--- src/rtl/seg_scan_driver.sv ---
// seg_scan_driver
//
// Time-multiplexed scanner for a DIGITS-wide common-anode seven-segment
// display. A double-buffered hex value (shadow -> disp) is presented one
// digit at a time to a downstream registered hex-to-segment decoder. Each
// digit slot lasts PRESCALE cycles. The first BLANK_CYCLES cycles of every
// slot keep all anodes off, which hides the decoder's one-cycle latency and
// prevents ghosting.
//
// Parameters:
//   DIGITS        number of display digits (>= 2)
//   PRESCALE      clock cycles per digit slot (> BLANK_CYCLES)
//   BLANK_CYCLES  cycles at the start of each slot with all anodes off (>= 1)
//
// Ports:
//   CLK    in   system clock, rising edge
//   RST    in   synchronous active-high reset
//   VALUE  in   4*DIGITS value, digit i = VALUE[4i+3:4i], digit 0 rightmost
//   LOAD   in   one-cycle strobe capturing VALUE into the shadow register
//   D      out  4-bit nibble for the current digit (to decoder D input)
//   AN     out  active-low anode enables (1 = off)
//   FRAME  out  one-cycle pulse at the start of each digit-0 slot
//
// Build option:
//   LEADING_ZERO_BLANK_EN  when defined, digit i>0 stays dark during SHOW if
//                          nibbles i..DIGITS-1 of disp are all zero.
//
// Slot FSM (decoded from cnt):
//   state | meaning
//   BLANK | cnt < BLANK_CYCLES, all anodes off
//   SHOW  | remainder of the slot, anode of digit idx on

module seg_scan_driver #(
    parameter int DIGITS       = 4,
    parameter int PRESCALE     = 50000,
    parameter int BLANK_CYCLES = 2
) (
    input  logic                  CLK,
    input  logic                  RST,
    input  logic [4*DIGITS-1:0]   VALUE,
    input  logic                  LOAD,
    output logic [3:0]            D,
    output logic [DIGITS-1:0]     AN,
    output logic                  FRAME
);

    localparam int CW = (PRESCALE > 1) ? $clog2(PRESCALE) : 1;
    localparam int IW = $clog2(DIGITS);

    localparam logic [0:0] ST_BLANK = 1'b0;
    localparam logic [0:0] ST_SHOW  = 1'b1;

    localparam logic [CW-1:0] CNT_LAST  = CW'(PRESCALE - 1);
    localparam logic [CW-1:0] CNT_BLANK = CW'(BLANK_CYCLES);
    localparam logic [IW-1:0] IDX_LAST  = IW'(DIGITS - 1);

    logic [CW-1:0]       cnt;
    logic [IW-1:0]       idx;
    logic [4*DIGITS-1:0] shadow;
    logic [4*DIGITS-1:0] disp;
    logic                pending;

    logic                slot_end;
    logic                wrap;
    logic                commit;
    logic [CW-1:0]       cnt_next;
    logic [IW-1:0]       idx_next;
    logic [4*DIGITS-1:0] disp_next;
    logic [0:0]          state_next;
    logic [DIGITS-1:0]   lz_hide;
    logic [DIGITS-1:0]   an_next;

    always_comb begin
        slot_end   = (cnt == CNT_LAST);
        wrap       = slot_end && (idx == IDX_LAST);
        commit     = wrap && pending;
        cnt_next   = slot_end ? '0 : cnt + CW'(1);
        idx_next   = idx;
        if (slot_end) begin
            idx_next = wrap ? '0 : idx + IW'(1);
        end
        // Committed data is visible in the same edge that starts digit 0,
        // so a whole frame always shows one consistent value.
        disp_next  = commit ? shadow : disp;
        state_next = (cnt_next < CNT_BLANK) ? ST_BLANK : ST_SHOW;
    end

`ifdef LEADING_ZERO_BLANK_EN
    // Walk from the most significant digit down; a digit is hidden while
    // every nibble from it upward is zero. Digit 0 is never hidden.
    always_comb begin
        logic upper_zero;
        upper_zero = 1'b1;
        lz_hide    = '0;
        for (int i = DIGITS - 1; i >= 1; i--) begin
            upper_zero = upper_zero && (disp_next[4*i +: 4] == 4'h0);
            lz_hide[i] = upper_zero;
        end
    end
`else
    always_comb begin
        lz_hide = '0;
    end
`endif

    always_comb begin
        an_next = '1;
        if (state_next == ST_SHOW) begin
            an_next = ~(DIGITS'(1) << idx_next) | lz_hide;
        end
    end

    always_ff @(posedge CLK) begin
        if (RST) begin
            cnt     <= '0;
            idx     <= '0;
            shadow  <= '0;
            disp    <= '0;
            pending <= 1'b0;
            D       <= 4'h0;
            AN      <= '1;
            FRAME   <= 1'b0;
        end else begin
            cnt   <= cnt_next;
            idx   <= idx_next;
            disp  <= disp_next;
            AN    <= an_next;
            // No pulse for the frame that begins at reset release; the
            // first pulse comes with the first wrap.
            FRAME <= wrap;
            if (slot_end) begin
                D <= disp_next[4*int'(idx_next) +: 4];
            end
            // A LOAD on the wrap edge re-arms pending after the commit.
            if (LOAD) begin
                shadow  <= VALUE;
                pending <= 1'b1;
            end else if (commit) begin
                pending <= 1'b0;
            end
        end
    end

endmodule

--- config.mk ---
export PLATFORM = sky130hd
export DESIGN_NAME = seg_scan_driver
export DESIGN_NICKNAME = d
export VERILOG_FILES = /design/src/rtl/seg_scan_driver.sv
export SDC_FILE = /design/constraint.sdc
export NUM_CORES = 1
export LEC_CHECK = 0
export CORE_ASPECT_RATIO = 0.7
export CORE_MARGIN = 4
export CORE_UTILIZATION = 60
export CTS_CLUSTER_DIAMETER = 100
export CTS_CLUSTER_SIZE = 8
export DETAILED_ROUTE_END_ITERATION = 10
export PLACE_DENSITY = 0.92
export SETUP_SLACK_MARGIN = 0.05
export SLEW_MARGIN = 40
export SYNTH_ARGS = -nofsm -noshare
export SYNTH_HDL_FRONTEND = slang
export SYNTH_SLANG_ARGS = --single-unit
export TNS_END_PERCENT = 50
--- constraint.sdc ---
create_clock -name CLK -period 3.65 [get_ports CLK]
set_clock_uncertainty 0.1 [all_clocks]
set_input_delay 0.9125 -clock CLK [delete_from_list [all_inputs] [get_ports CLK]]
set_output_delay 0.9125 -clock CLK [all_outputs]
set_load 0.1 [all_outputs]
# Yosys cells after proc, flatten, opt, wreduce, memory -nomap -nowiden
# Index checks and enable logic that the tools add are counted.
[totals]
ff_bits = 60
latch_bits = 0
ram_bits = 0
romBits = 0
input_bits = 19
output_inout_bits = 9
elab_cells = 26
memories = 0
[op_classes]
add_sub_neg = 2
multipliers = 0
div = 0
magnitude_cmp = 1
eq_ne = 2
shifts = 2
n_mux = 6
n_bitwise = 1
n_reduce_logical = 4
[op_table]
columns = ["op", "n"]
rows = [
  ["two-way mux 16 bit", 2],
  ["adder 16 x 1 -> 16 bit, second input constant", 1],
  ["equality test 16 bit, second input constant", 1],
  ["< comparator 16 x 2 -> 1 bit, second input constant", 1],
  ["indexed part select 16 x 5 -> 4 bit", 1],
  ["two-way mux 2 bit", 2],
  ["inverter 4 bit", 1],
  ["<< shifter 1 x 2 -> 4 bit, first input constant", 1],
  ["adder 2 x 1 -> 2 bit, second input constant", 1],
  ["equality test 2 bit, second input constant", 1],
  ["logical AND 1 bit", 2],
  ["two-way mux 1 bit", 2],
  ["nonzero test 2 bit", 1],
  ["OR reduction 2 bit", 1],
]

# Logic depth before layout (Yosys ltp)
[logic_depth]
ltp_word = 6
ltp_mapped = 10
mapped_depth_nobuf = 7

# Least setup slack after synthesis
# Ideal clock, no wire load.
[synth_timing]
path_kind = "flip-flop to flip-flop"
start = "register cnt[10]"
end = "register D[1]"
setup_time_ns = 0.120
arrival_ns = 2.018
required_time_ns = 3.430
setup_slack_ns = 1.412
path_stages_with_launch = 9
path_buffers = 2
synth_period_minus_slack_ns = 2.238
cell_sequence = "dfxtp_1 or3_1 nor4_2 and3_1 buf_6 buf_12 mux2i_1 o22ai_1 o31a_1"
[synth_via]
elab_chain_cells = 5
elab_cells_between_ends = 7
cone_classes = "eq/ne (1); shift (1); mux (3); reduce/logical (2)"
[synth_rtl]
columns = ["item", "line_no", "text"]
rows = [
  ["start, declared", "57", "logic [CW-1:0] cnt;"],
  ["start signal, assigned", "124", "cnt <= cnt_next;"],
  ["equality test 16 bit *", "74", "slot_end = (cnt == CNT_LAST);"],
  ["logical AND 1 bit", "75", "wrap = slot_end && (idx == IDX_LAST);"],
  ["two-way mux 2 bit / logical AND 1 bit (equally long branches)", "80, 76", ""],
  ["two-way mux 2 bit / two-way mux 16 bit (equally long branches)", "79, 84", ""],
  ["indexed part select 16 x 5 -> 4 bit", "132", "D <= disp_next[4*int'(idx_next) +: 4];"],
  ["end signal, assigned", "132", ""],
  ["end, declared", "42", "output logic [3:0] D,"],
]
# Every way passes the cells marked *; elsewhere a longest branch is shown, timed or not.
# A chain may end at the register's enable or synchronous reset.

# Worst setup path in the final report
[layout_timing]
start = "register cnt[0]"
end = "register D[0]"
# Same word-level chain as after synthesis.

==> reports/qor.csv <==
metric,value,unit
Cell Pwr Density,483,nW/um2
max-slew violations,0,
CP required,3.77,ns
peak supply drop,0.393,mV
first-pass GRT wire length,10700,um
ys flop type,dfxtp_1,
HP Class,flop to flop,
Clock Power Share,49.2,%
synth unique cells,41,
Worst path depth,7,
Arrival @ worst endpoint,2.99,ns
wire length per cell,16.6,um
n_diodes,0,
"Most Used Layer, Global Route",met2,
Total Wirelength,6270,um
max_slew headroom,51.2,%
largest cells by area after synthesis,"dfxtp_1 (44%), mux2i_1 (14%), nor2_1 (10%)",
Core ar.,4380,um2
Setup crit end kind,flop,
RSZ-0062 raised after global routing,false,
CP endpoint,D[0],
setup_tns,0,ns
Worst Tran Pin Value,0.732,ns
Site Rows,20,
Worst Setup SP,cnt[0],
max-cap violation count,0,
R2R depth,7,
vias in the first global route,2197,
Post-Synth Adder-Cell Area,1.37,%
Yosys top cell by area,dfxtp_1,
most frequent cells in the layout,"nor2_1 (75), dfxtp_1 (60), mux2i_1 (39), nand2_1 (17), clkdlybuf4s50_1 (17)",
Synth Area in Compound Gates,7.47,%
Post-Synthesis Cells,298,
R2R Setup Slk,0.78,ns
"CTS clk-pin slew, worst paths",0.06,ns
Initial Util,62.4,%
TritonCTS clock tree,done,
M1 GR Usage,32.2,%
Switching Share,21.2,%
post-cts resize count,0,
Post-CTS Setup Bufs,0,
Gate power share,5.8,%
Total Power,1.52,mW
drt first pass iters,5,
hold-fix buffers at CTS,0,
Crit Path Class,flop to flop,
Post-Synth XOR/XNOR Area,4.49,%
I/O Buffers,27,
placed inst area,2900,um2
Post-synth ARST share,0,%
die height,64.5,um
r2r endpoint,D[0],
Top Ports,28,
CTS root buf,clkbuf_8,
clock latency on the worst-skew pair,0.34,ns
Syn Area/Cell,9.17,um2
Hold Fails Final Rpt,0,
Post-DRT Antenna Nets,0,
Max Fclk,0.348,GHz
post-route DRC violation count,0,
GR Util met3,9.66,%
GPL Wtd Cong,0.872,
"flops & latches, synth",60,
detailed placer's ending HPWL,4110,um
fin crit period,2.87,ns
Ys Warns,0,
CP max-delay cell,and3_1,
H-tree lvl count,3,
largest net degree at the start of global routing,43,
outcome,completed,
sw power,0.323,mW
CP Cell Sequence,ha_1 -> nand4_1 -> nor4_4 -> and3_1 -> mux2i_1 -> o22ai_1 -> o31a_1,
Die Span X,88.6,um
"Seq/Total Area, Yosys",44.0,%
"Remaining Overflow, GRT",0,
"most common cell after layout, fill and taps aside",nor2_1,
Layout area overhead,15.5,%
GRT met2 Usage,37.0,%
Buf/Inv on CP,0,
worst r2r src,cnt[0],
clk buf depth,2,
net count after synthesis,320,
CTS Buf Count,9,
Clock Sinks,60,
share of the synthesized area in the top cell type,44.0,%
die area,5710,um2
vias,2231,
Int Pwr,1.20,mW
final worst-path cycle share,78.7,%
initial antenna violation count,0,
fillers,356,
Layout Nets,339,
post-synthesis mux area share,14.3,%
main combinational cell family by area after synthesis,simple AND/OR/NAND/NOR gates,
CP max FO,13,
Final setup viols,0,
Finished Cell Area,3150,um2
Post-synth EDFFs,0,
GRT Resource Usage Total,24.6,%
DR vias/cell,5.92,
simple-gate area share of the yosys netlist,21.9,%
Synth Cell Area,2730,um2
DRT iter0 DRCs,171,
register share of total power,45.0,%
leakage power,1.18,nW
Worst path max stage delay,0.67,ns
cell family with most CP delay,simple AND/OR/NAND/NOR gates,
layout cell share with drive strength beyond 1,10.6,%
CP startpoint kind,flop,
[how the worst min path moves through the flow]
| stage | depth (start not counted) | startpoint | to |
|---|---|---|---|
| 2_1_floorplan | 2 | disp[12] | disp[12] |
| 3_3_place_gp | 1 | cnt[0] | cnt[0] |
| 3_5_place_dp | 2 | disp[4] | disp[4] |
| 4_1_cts | 2 | disp[6] | disp[6] |
| 5_1_grt | 2 | disp[6] | disp[6] |
| 6_report | 2 | disp[6] | disp[6] |
[power by group through the flow]
| stage | Sequential, mW | Combinational [mW] | Clock (mW) |
|---|---|---|---|
| after global placement | 0.698 | 0.0854 | 0 |
| after global routing | 0.687 | 0.0958 | 0.787 |
| after detailed placement | 0.699 | 0.0871 | 0 |
| after floorplan | 0.704 | 0.0515 | 0 |
| final | 0.686 | 0.0883 | 0.749 |
| after CTS | 0.685 | 0.0882 | 0.753 |
[metrics by stage]
stage,util (%),setup slack [ns],hold slack (ns),instances
floorplan,-,1.41,0.356,298
global placement,66.4,1.03,0.374,361
detailed placement,66.3,0.891,0.384,361
CTS,72.0,0.818,0.403,377
global route,72.0,0.611,0.445,377
finish,72.0,0.779,0.397,377
[kinds of logic after synthesis]
kind of cell / after synthesis
flip-flops: 60
buffers and inverters: 24
adder cells (fa/ha/maj): 3
XOR/XNOR: 14
multiplexers: 39
AO/OA/AOI/OAI: 26
AND/OR/NAND/NOR: 132
[cells in the mapped netlist, types with 2 or more instances]
cell type and instances:
o31a_1 4, mux2i_1 39, or3_1 2, nand4bb_1 2, and2_1 2, ha_1 3
nor3_1 5, nand2_1 17, o22ai_1 4, buf_6 2, nor4_1 3, a21oi_1 3
a211o_1 2, buf_4 2, nor4_2 2, nand4_1 6, a21oi_2 2, nor2b_1 2
clkbuf_8 4, nand3_1 12, o21ai_0 2, dfxtp_1 60, xor2_1 8, inv_1 2
xnor2_1 6, o211ai_1 4, buf_2 3, nor2_1 75, clkbuf_1 8
[metal layers]
layer / wire length (um) / part of all wire [%]
met3: 450 / 7.2
met4: 74 / 1.2
met2: 2890 / 46
met5: 0 / 0
met1: 2860 / 46
[registers in the layout, indices dropped and copies added (netlist names)]
name     flops
pending      1
FRAME        1
D            4
cnt         16
AN           4
shadow      16
disp        16
idx          2
[final cells by class]
| class | instances | area [um2] | share of cell area (%) |
|---|---|---|---|
| Clock buffer | 12 | 155 | 4.92 |
| Clock inverter | 4 | 95.1 | 3.01 |
| Inverter | 2 | 7.51 | 0.238 |
| Multi-Input combinational cell | 214 | 1360 | 43.2 |
| Sequential cell | 60 | 1200 | 38.1 |
| Tap cell | 55 | 68.8 | 2.18 |
| Timing Repair Buffer | 30 | 265 | 8.41 |
[worst min-delay path, cell delays in order (launching register included)]
cell     delay, ns
dfxtp_1       0.30
mux2i_1       0.08
nor2_1        0.08
(Power assumes the default switching activity.)
==> variant, RTL diff (same settings) <==
Remove the register `AN`: a continuous assignment takes its place, so the output `AN` follows one clock earlier.
--- a/src/rtl/seg_scan_driver.sv
+++ b/src/rtl/seg_scan_driver.sv
@@ -118,13 +118,11 @@
             disp    <= '0;
             pending <= 1'b0;
             D       <= 4'h0;
-            AN      <= '1;
             FRAME   <= 1'b0;
         end else begin
             cnt   <= cnt_next;
             idx   <= idx_next;
             disp  <= disp_next;
-            AN    <= an_next;
             // No pulse for the frame that begins at reset release; the
             // first pulse comes with the first wrap.
             FRAME <= wrap;
@@ -141,5 +139,7 @@
         end
     end
 
+    assign AN = an_next;
+
 endmodule
 
Function: changed (Yosys sat finds a counterexample within 4 cycles, from zero or initial values and one cycle with RST high).
==> variant against the original RTL <==
- clock power decreased by 54%
- routed wire length increased by 10%
- cell area increased by 4.0%
- critical path depth increased by 1
- area after synthesis increased by 1.5%
- synthesized cell count increased by 14%
- maximum frequency decreased by 19%
- critical path type is now reg -> out
- sequential cell count decreased by 4
- power decreased by 28%
- setup slack got worse by 0.66 ns
- sequential share of layout area decreased by 3.3 points
==> variant: results (changes against the original RTL) <==
Place:
- The placed instance count is 400 (+11%).
- The HPWL after detailed placement came to 4.68 mm (+14%).
- The worst-case setup slack after placement is 0.317 ns (-0.573 ns).
- The placer congestion estimate came to 0.966 (+11%).

Clocking:
- The clock-pin slew of the registers on the worst-case setup and hold paths came to 0.09 ns (+0.03 ns).
- The H-tree level count is 2 (-1).
- The post-CTS setup-driven buffer insertion count is 5 (+5).
- The total clock sinks is 56 (-6.7%).
- The clock network latency to the later pin of the worst-skew pair is 0.31 ns (-0.03 ns).
- The number of gates resized after CTS is 10 (+10).
- The number of clock buffers inserted by TritonCTS is 5 (-4).

GRT:
- The global-route wire length before repair was 11.0 mm (+3.2%).
- The via count of the first global-routing pass is 2272 (+3.4%).
- The global routing usage on met1 came to 36.9% (+4.7 points).
- The met3 capacity usage during global routing was 7.50% (-2.2 points).
- The global router's overall resource usage is 24.8% (+0.23 points).

Critical path:
- The startpoint of the most critical setup path is cnt[1].
- On the critical path, the stage with the largest delay is an instance of or4_4.
- The biggest cell delay along the critical path came to 0.57 ns (-0.10 ns).
- The critical path arrival came to 2.52 ns (-0.47 ns).
- The maximum fanout along the worst path is 7 (-6).

Synthesis:
- The number of different library cells in the post-synthesis netlist is 52 (+27%).
- The share of synthesized area occupied by flip-flops and latches is 40.5% (-3.5 points).
- Sorting the synthesized cells by area gives the leading types as dfxtp_1 40%, nand2_1 8.0%, mux2i_1 6.1%.
- The number of instances in the synthesized netlist is 339 (+14%).
- The net count after synthesis is 361 (+13%).
- The mean cell area of the mapped netlist is 8.18 um^2 (-11%).

Finish:
- The total area of sequential cells is 1140 um^2 (-5.0%).
- The non-clock inverter count in the final layout is 6 (+4).
- The area growth from synthesis to layout is 18.3%.
- The multi-input combinational area share is 47.0% (+3.8 points).
- The multi-input gate count was 250 (+17%).
- The non-clock buffer instance count of the final layout is 43 (+43%).
- The final-layout fill cell count is 311 (-13%).
- The layout buffering overhead excluding clock cells came to 12.7% (+4.3 points).

Power and ir drop:
- The switching share of total power was 25.8% (+4.6 points).
- The highest ir drop seen on vdd is 0.000255 V (-35%).
- The switching power total is 282 uW (-13%).
- The power share of the sequential group was 58.2% (+13 points).

Drt:
- The met2 wirelength from detailed routing is 2.97 mm (+2.8%).
- The total via count in the routed design is 2613 (+17%).
- The count of routing violations after the opening detailed-route iteration is 260 (+52%).
- The total met3 wirelength after detailed routing came to 711 um (+58%).
- The iteration count of the initial detailed-routing pass is 6 (+1).
- The final wirelength is 6.90 mm (+10%).

Run status:
- The run finished with clean final reports.

Hold path:
- The startpoint identified for the worst hold timing path is cnt[0].

STA:
- The relative max-transition margin is 62.9% (+12 points).
## variant: changes by cell type after synthesis, moves of 4 or more
| cell | unedited run | this run |
|---|---|---|
| inv_1 | 2 | 6 |
| a22oi_1 | 0 | 6 |
| nor2_1 | 75 | 39 |
| a21oi_1 | 3 | 25 |
| clkbuf_8 | 4 | 0 |
| mux2i_1 | 39 | 17 |
| nand3_1 | 12 | 8 |
| nand2_1 | 17 | 59 |
| dfxtp_1 | 60 | 56 |
| clkbuf_1 | 8 | 18 |
| o21bai_1 | 0 | 4 |
| o31a_1 | 4 | 0 |
## variant: kinds of logic after synthesis
logic type,share of synthesized area (%)
compound gates,16.5
xor+xnor,4.74
fa+ha+maj,1.35
buf+inv,5.51
flops,40.5
mux,6.55
simple gates,24.9
## variant: worst paths after layout
path | endpoint | slack [ns] | depth (start not counted)
setup / recovery | AN[3] | 0.12 | 8
hold / removal | cnt[0] | 0.35 | 1
setup reg to reg | D[3] | 1.18 | 9
hold reg to reg | cnt[0] | 0.35 | 1
